==> src/rtl/md5_pad.sv <==
// md5_pad: MD5 message padder and single 16-word block buffer.
//
// Collects 32-bit message words into a 512-bit block, appends the MD5
// padding (0x80 byte, zero fill, 64-bit little-endian bit length) and streams
// each block to the MD5 control block one word per cycle, one block per
// low-to-high cycle of ctl_rdy_i.
//
// Build option: define MD5_PAD_EN to enable the padding and length logic.
// Without it the caller must supply pre-padded blocks; a misplaced last word
// raises err_o and the partial block is dropped.
//
// Ports:
//   clk_i, rst_n_i          clock (rising edge), async active-low reset
//   in_vld_i / in_rdy_o     input word handshake
//   in_data_i               message word, byte0 in the least significant byte
//   in_last_i, in_nb_i      final word marker and its valid byte count (0..4)
//   ctl_rdy_i               control block is waiting for a new block
//   out_word_o, out_vld_o   block word stream, 16 consecutive strobes
//   done_o                  pulse after the final block of a message is sent
//   err_o                   sticky misuse flag (MD5_PAD_EN undefined only)
module md5_pad (
   input  logic        clk_i,
   input  logic        rst_n_i,
   input  logic        in_vld_i,
   output logic        in_rdy_o,
   input  logic [0:31] in_data_i,
   input  logic        in_last_i,
   input  logic [0:2]  in_nb_i,
   input  logic        ctl_rdy_i,
   output logic [0:31] out_word_o,
   output logic        out_vld_o,
   output logic        done_o,
   output logic        err_o
);

   typedef enum logic [1:0] {S_FILL, S_PAD, S_WAIT, S_SEND} state_t;

   state_t      state_q, state_d;
   logic [3:0]  widx_q, widx_d;
   logic [3:0]  ridx_q, ridx_d;
   logic        final_q, final_d;
   logic        armed_q, armed_d;
   logic        in_rdy_q, in_rdy_d;
   logic        out_vld_q, out_vld_d;
   logic [31:0] out_word_q, out_word_d;
   logic        done_q, done_d;
   logic        err_q, err_d;
   logic [31:0] buf_q [16];
   logic        wr_en;
   logic [31:0] wr_data;

   // Port bit order is ascending; a whole-vector copy keeps the numeric value.
   logic [31:0] din;
   logic [2:0]  nb_in, nb_eff;
   assign din   = in_data_i;
   assign nb_in = in_nb_i;

   // Non-last words are always full; counts above 4 saturate.
   always_comb begin
      nb_eff = 3'd4;
      if (in_last_i && nb_in < 3'd4) nb_eff = nb_in;
   end

`ifdef MD5_PAD_EN
   logic [63:0] bitcnt_q, bitcnt_d;
   logic        pend80_q, pend80_d;
   logic        padpend_q, padpend_d;
   logic        fit_q, fit_d;    // 0x80 landed at or below slot 13 of this block
   logic [31:0] last_word;

   // Last word: keep bytes below nb, place 0x80 at byte nb, zero the rest.
   always_comb begin
      last_word = 32'd0;
      for (int k = 0; k < 4; k++) begin
         if (k < int'(nb_eff))       last_word[8*k +: 8] = din[8*k +: 8];
         else if (k == int'(nb_eff)) last_word[8*k +: 8] = 8'h80;
      end
   end
`endif

   // NOTE: combinational logic uses blocking assignments and assigns every
   // output a default first, so no path can leave a latch behind.
   always_comb begin
      state_d    = state_q;
      widx_d     = widx_q;
      ridx_d     = ridx_q;
      final_d    = final_q;
      err_d      = err_q;
      out_vld_d  = 1'b0;
      out_word_d = 32'd0;
      done_d     = 1'b0;
      wr_en      = 1'b0;
      wr_data    = 32'd0;
`ifdef MD5_PAD_EN
      bitcnt_d   = bitcnt_q;
      pend80_d   = pend80_q;
      padpend_d  = padpend_q;
      fit_d      = fit_q;
`endif
      // A sent block stays consumed until the control block drops ready.
      armed_d = armed_q;
      if (state_q == S_WAIT && ctl_rdy_i && armed_q) armed_d = 1'b0;
      else if (!ctl_rdy_i)                           armed_d = 1'b1;

      case (state_q)
         S_FILL: begin
            if (in_vld_i) begin
               wr_en  = 1'b1;
               widx_d = widx_q + 4'd1;
`ifdef MD5_PAD_EN
               wr_data  = in_last_i ? last_word : din;
               bitcnt_d = bitcnt_q + {58'd0, nb_eff, 3'd0};
               if (in_last_i) begin
                  pend80_d = (nb_eff == 3'd4);
                  fit_d    = 1'b0;
                  if (widx_q == 4'd15) begin
                     state_d   = S_WAIT;
                     padpend_d = 1'b1;
                  end else begin
                     state_d = S_PAD;
                  end
               end else if (widx_q == 4'd15) begin
                  state_d = S_WAIT;
               end
`else
               wr_data = din;
               if (in_last_i) begin
                  if (widx_q == 4'd15 && nb_eff == 3'd4) begin
                     state_d = S_WAIT;
                     final_d = 1'b1;
                  end else begin
                     // Misplaced end of message: drop the partial block.
                     err_d  = 1'b1;
                     widx_d = 4'd0;
                  end
               end else if (widx_q == 4'd15) begin
                  state_d = S_WAIT;
               end
`endif
            end
         end

         S_PAD: begin
`ifdef MD5_PAD_EN
            wr_en    = 1'b1;
            widx_d   = widx_q + 4'd1;
            pend80_d = 1'b0;
            wr_data  = pend80_q ? 32'h0000_0080 : 32'd0;
            if (widx_q == 4'd14) begin
               // Length goes in 14/15 only if the 0x80 is already behind us.
               fit_d = !pend80_q;
               if (!pend80_q) wr_data = bitcnt_q[31:0];
            end else if (widx_q == 4'd15) begin
               state_d = S_WAIT;
               if (fit_q) begin
                  wr_data = bitcnt_q[63:32];
                  final_d = 1'b1;
               end else begin
                  padpend_d = 1'b1;
               end
            end
`else
            state_d = S_FILL;
`endif
         end

         S_WAIT: begin
            if (ctl_rdy_i && armed_q) begin
               state_d    = S_SEND;
               out_vld_d  = 1'b1;
               out_word_d = buf_q[0];
               ridx_d     = 4'd1;
            end
         end

         S_SEND: begin
            // ridx wraps to 0 once word 15 is on the output.
            if (ridx_q != 4'd0) begin
               out_vld_d  = 1'b1;
               out_word_d = buf_q[ridx_q];
               ridx_d     = ridx_q + 4'd1;
            end else begin
               widx_d  = 4'd0;
               state_d = S_FILL;
`ifdef MD5_PAD_EN
               if (padpend_q) begin
                  padpend_d = 1'b0;
                  state_d   = S_PAD;
               end else if (final_q) begin
                  done_d   = 1'b1;
                  final_d  = 1'b0;
                  bitcnt_d = 64'd0;
               end
`else
               if (final_q) begin
                  done_d  = 1'b1;
                  final_d = 1'b0;
               end
`endif
            end
         end
      endcase

      in_rdy_d = (state_d == S_FILL);
   end

   // NOTE: sequential state uses non-blocking assignments only.
   always_ff @(posedge clk_i or negedge rst_n_i) begin
      if (!rst_n_i) begin
         state_q    <= S_FILL;
         widx_q     <= 4'd0;
         ridx_q     <= 4'd0;
         final_q    <= 1'b0;
         armed_q    <= 1'b1;
         in_rdy_q   <= 1'b1;
         out_vld_q  <= 1'b0;
         out_word_q <= 32'd0;
         done_q     <= 1'b0;
         err_q      <= 1'b0;
`ifdef MD5_PAD_EN
         bitcnt_q   <= 64'd0;
         pend80_q   <= 1'b0;
         padpend_q  <= 1'b0;
         fit_q      <= 1'b0;
`endif
      end else begin
         state_q    <= state_d;
         widx_q     <= widx_d;
         ridx_q     <= ridx_d;
         final_q    <= final_d;
         armed_q    <= armed_d;
         in_rdy_q   <= in_rdy_d;
         out_vld_q  <= out_vld_d;
         out_word_q <= out_word_d;
         done_q     <= done_d;
         err_q      <= err_d;
`ifdef MD5_PAD_EN
         bitcnt_q   <= bitcnt_d;
         pend80_q   <= pend80_d;
         padpend_q  <= padpend_d;
         fit_q      <= fit_d;
`endif
      end
   end

   // NOTE: the block buffer has no reset; every slot is rewritten before a
   // block can be sent, so stale contents are never observed.
   always_ff @(posedge clk_i) begin
      if (wr_en) buf_q[widx_q] <= wr_data;
   end

   assign in_rdy_o   = in_rdy_q;
   assign out_vld_o  = out_vld_q;
   assign out_word_o = out_word_q;
   assign done_o     = done_q;
   assign err_o      = err_q;

endmodule

==> config.mk <==
export PLATFORM = sky130hd
export DESIGN_NAME = md5_pad
export DESIGN_NICKNAME = d
export VERILOG_FILES = /design/src/rtl/md5_pad.sv
export SDC_FILE = /design/constraint.sdc
export NUM_CORES = 1
export LEC_CHECK = 0
export ABC_AREA = 0
export BUFFER_PORTS_ARGS = -buffer_cell sky130_fd_sc_hd__clkbuf_2
export CAP_MARGIN = 10
export CELL_PAD_IN_SITES_DETAIL_PLACEMENT = 0
export CELL_PAD_IN_SITES_GLOBAL_PLACEMENT = 2
export CORE_AREA = 4 4 301 214
export CTS_BUF_LIST = sky130_fd_sc_hd__clkbuf_4 sky130_fd_sc_hd__clkbuf_8 sky130_fd_sc_hd__clkbuf_16
export DETAILED_ROUTE_END_ITERATION = 7
export DIE_AREA = 0 0 305 218
export PLACE_DENSITY_LB_ADDON = 0.1
export SLEW_MARGIN = 20
export SYNTH_ARGS = -nofsm -noshare
export SYNTH_HDL_FRONTEND = slang
export SYNTH_SLANG_ARGS = --single-unit
==> constraint.sdc <==
create_clock -name clk_i -period 4.6 [get_ports clk_i]
set_clock_uncertainty 0.05 [all_clocks]
set_input_delay 0.23 -clock clk_i [delete_from_list [all_inputs] [get_ports clk_i]]
set_output_delay 0.23 -clock clk_i [all_outputs]
set_load 0.03 [all_outputs]
==> flow_summary.ini <==
[setup_path]
worst-path-buf-inv = 1
r2r_setup_slack_ps = 1520
timing.rr.start = state_q[1]
max_stage_delay_ps = 840
worstPathArrival_ps = 3300
worstSetupPathType = reg2reg
worstPathCellList = nor3b_2, nand2_1, nor2_4, buf_4
crit_family = simple AND/OR/NAND/NOR gates
crit_fanout = 22
required_ps = 4820
startpoint_type = flip-flop
reg2reg_depth = 4
crit_slowest_cell = nor2_4
regToRegEndpoint = buf_q[9][6]
end_kind = flip-flop

[clock_tree]
cts_tree = yes
clock_sinks = 560
cts_resized = 0
ctsHoldBuffers = 5
cts_buffers = 55
clk_pin_slew_ps = 60
clock_path_buffers = 3
clk_latency_ps = 590
cts_root_buffer = clkbuf_16
cts_max_level = 2
cts_setup_buffers = 0

[detailed_routing]
routed_wl_um = 52410
wl_per_cell_um = 26.78
drcViolationCount = 0
vias_per_cell = 5.117
ant_nets = 0
dr.pass1.iters = 5
drt_iter0_drc = 779
vias = 10010

[flow_run]
drv_cap = 0

[die]
io-pin-count = 76
initial_core_util = 0.3488
dieArea_sq_mm = 0.06649
coreArea_sq_mm = 0.06133
dieHeight_um = 218
die_x_um = 305
placementRows = 76

[synthesis]
synth_area_per_cell_sq_um = 21.65
ys_ff_latch = 560
synthCells = 988
synthesis.area_sq_mm = 0.02139
synth.net_count = 1034
yosysTopAreaCellShare = 0.7186
synth_edf_count = 512
ys_seq_area_frac = 0.7749
ys.flop_type = edfxtp_1
yosys_warnings = 0
yosys-top-cells-area = edfxtp_1, mux4_2, dfrtp_1
yosysTopAreaCell = edfxtp_1
synthArstFlopShare = 0.08571
ys_types = 44

[global_routing]
grt_overflow = 0
grt_max_degree = 131
grt_pass1_vias = 10790
grt_use_total = 0.1591
antenna_found_initial = 0
grt_pass1_wl_um = 76940

[sta]
min_period_ps = 3079
hold_viol = 0
finalSetupViolations = 0
setup_ws_ps = 1521
rsz0062_at_grt = no
tightestPinTransition_ps = 964.0
slew_headroom = 0.3558
fin_tns_setup_ps = 0
fmax_mhz = 324.8
finalCritPeriodShare = 0.6693
slew_viol_final = 0

[final_layout]
ff_latch_area_sq_mm = 0.01659
syn2layout_area_growth_pct = 15.20
fillCellCount = 5505
drive_gt1_frac = 0.3049
antennaDiodeCount = 0
layout_common_cells = edfxtp_1, mux4_2, clkbuf_2, clkbuf_16, dfrtp_1
layout_commonest_cell = edfxtp_1
final_net_count = 1140
multi_input_area_sq_mm = 0.004628

[outcome]
outcome = completed

[place]
dpl_worst_slack_ps = 1422
hpwl_um = 27040
port_buffers = 73
gp_congestion = 0.6737

[power]
ir_drop_uv = 283.9
powerDensity_mw_per_mm2 = 517.3
p_leak_nw = 8.247

[hold_path]
min_path_cells = 2
hp-class = in2reg
hp-start = in_data_i[16]
whs_endpoint = buf_q[11][15]
==> power by group <==
part | leakage [nW] | switching [mW] | internal, mW
sequential | 5.35 | 0.163 | 6.15
combinational | 2.03 | 1.29 | 0.837
clock | 0.863 | 1.87 | 2.45
total | 8.25 | 3.32 | 9.43
==> metrics by stage <==
step	instances	util	hold WS (ps)	instance area, sq um	power (mW)
3_3_place_gp	1851	0.3733	320.0	22890	8.598
5_1_grt	1957	0.4018	168.0	24650	13.35
6_report	1957	0.4018	166.8	24650	12.75
2_1_floorplan	988	-	-115.6	21390	7.844
3_5_place_dp	1851	0.3733	348.8	22890	8.617
4_1_cts	1957	0.4018	134.6	24650	12.97
==> how the worst max path moves through the flow <==
stage | to | cells past startpoint | start
final | buf_q[9][6] | 4 | state_q[1]
after CTS | buf_q[9][6] | 4 | state_q[1]
after detailed placement | buf_q[8][29] | 4 | state_q[1]
after floorplan | buf_q[0][0] | 5 | state_q[1]
after global placement | buf_q[8][29] | 4 | state_q[1]
after global routing | buf_q[9][6] | 4 | state_q[1]
==> cells by family after synthesis <==
logic type      Yosys count  share of synthesized area
flops                   560                     0.7749
mux                     162                     0.1507
simple gates            114                    0.02766
compound gates           84                    0.02883
buf+inv                  62                    0.01439
fa+ha+maj                 6                   0.003509
==> layer usage <==
metal	GRT usage	share of wire	routed length (um)
met1	0.2365	0.48	25230
met2	0.2474	0.46	24070
met3	0.02583	0.040	2119
met4	0.03671	0.019	988
met5	0	0	0
==> sequential cells by signal, summed over array words and instances (netlist names), 2 cells and up <==
| name | flops |
|---|---|
| out_word_o | 32 |
| state_q | 2 |
| buf_q | 512 |
| widx_q | 4 |
| ridx_q | 4 |
==> Yosys cell counts, types with 3 or more instances <==
library cell  instances
mux2i_1              33
nor2_1               15
inv_1                 5
mux4_2              128
o21ai_0               3
buf_6                 6
a21oi_1               6
ha_1                  6
a22oi_1              32
buf_4                 3
o211ai_1             32
buf_2                15
buf_1                 5
nand2_1              40
dfrtp_1              46
nand2b_1              3
and2_1               34
nand3_1               3
nor3_1                4
edfxtp_1            512
clkbuf_1             27
==> cell type report <==
type,count,share of cell area
clock inverters,18,0.004163
inverters,6,0.0009138
clock buffers,83,0.06488
multi-input cells,366,0.1878
well taps,819,0.04158
repair buffers,105,0.02772
flip-flops and latches,560,0.6730
Power figures use the tool's default switching activity.
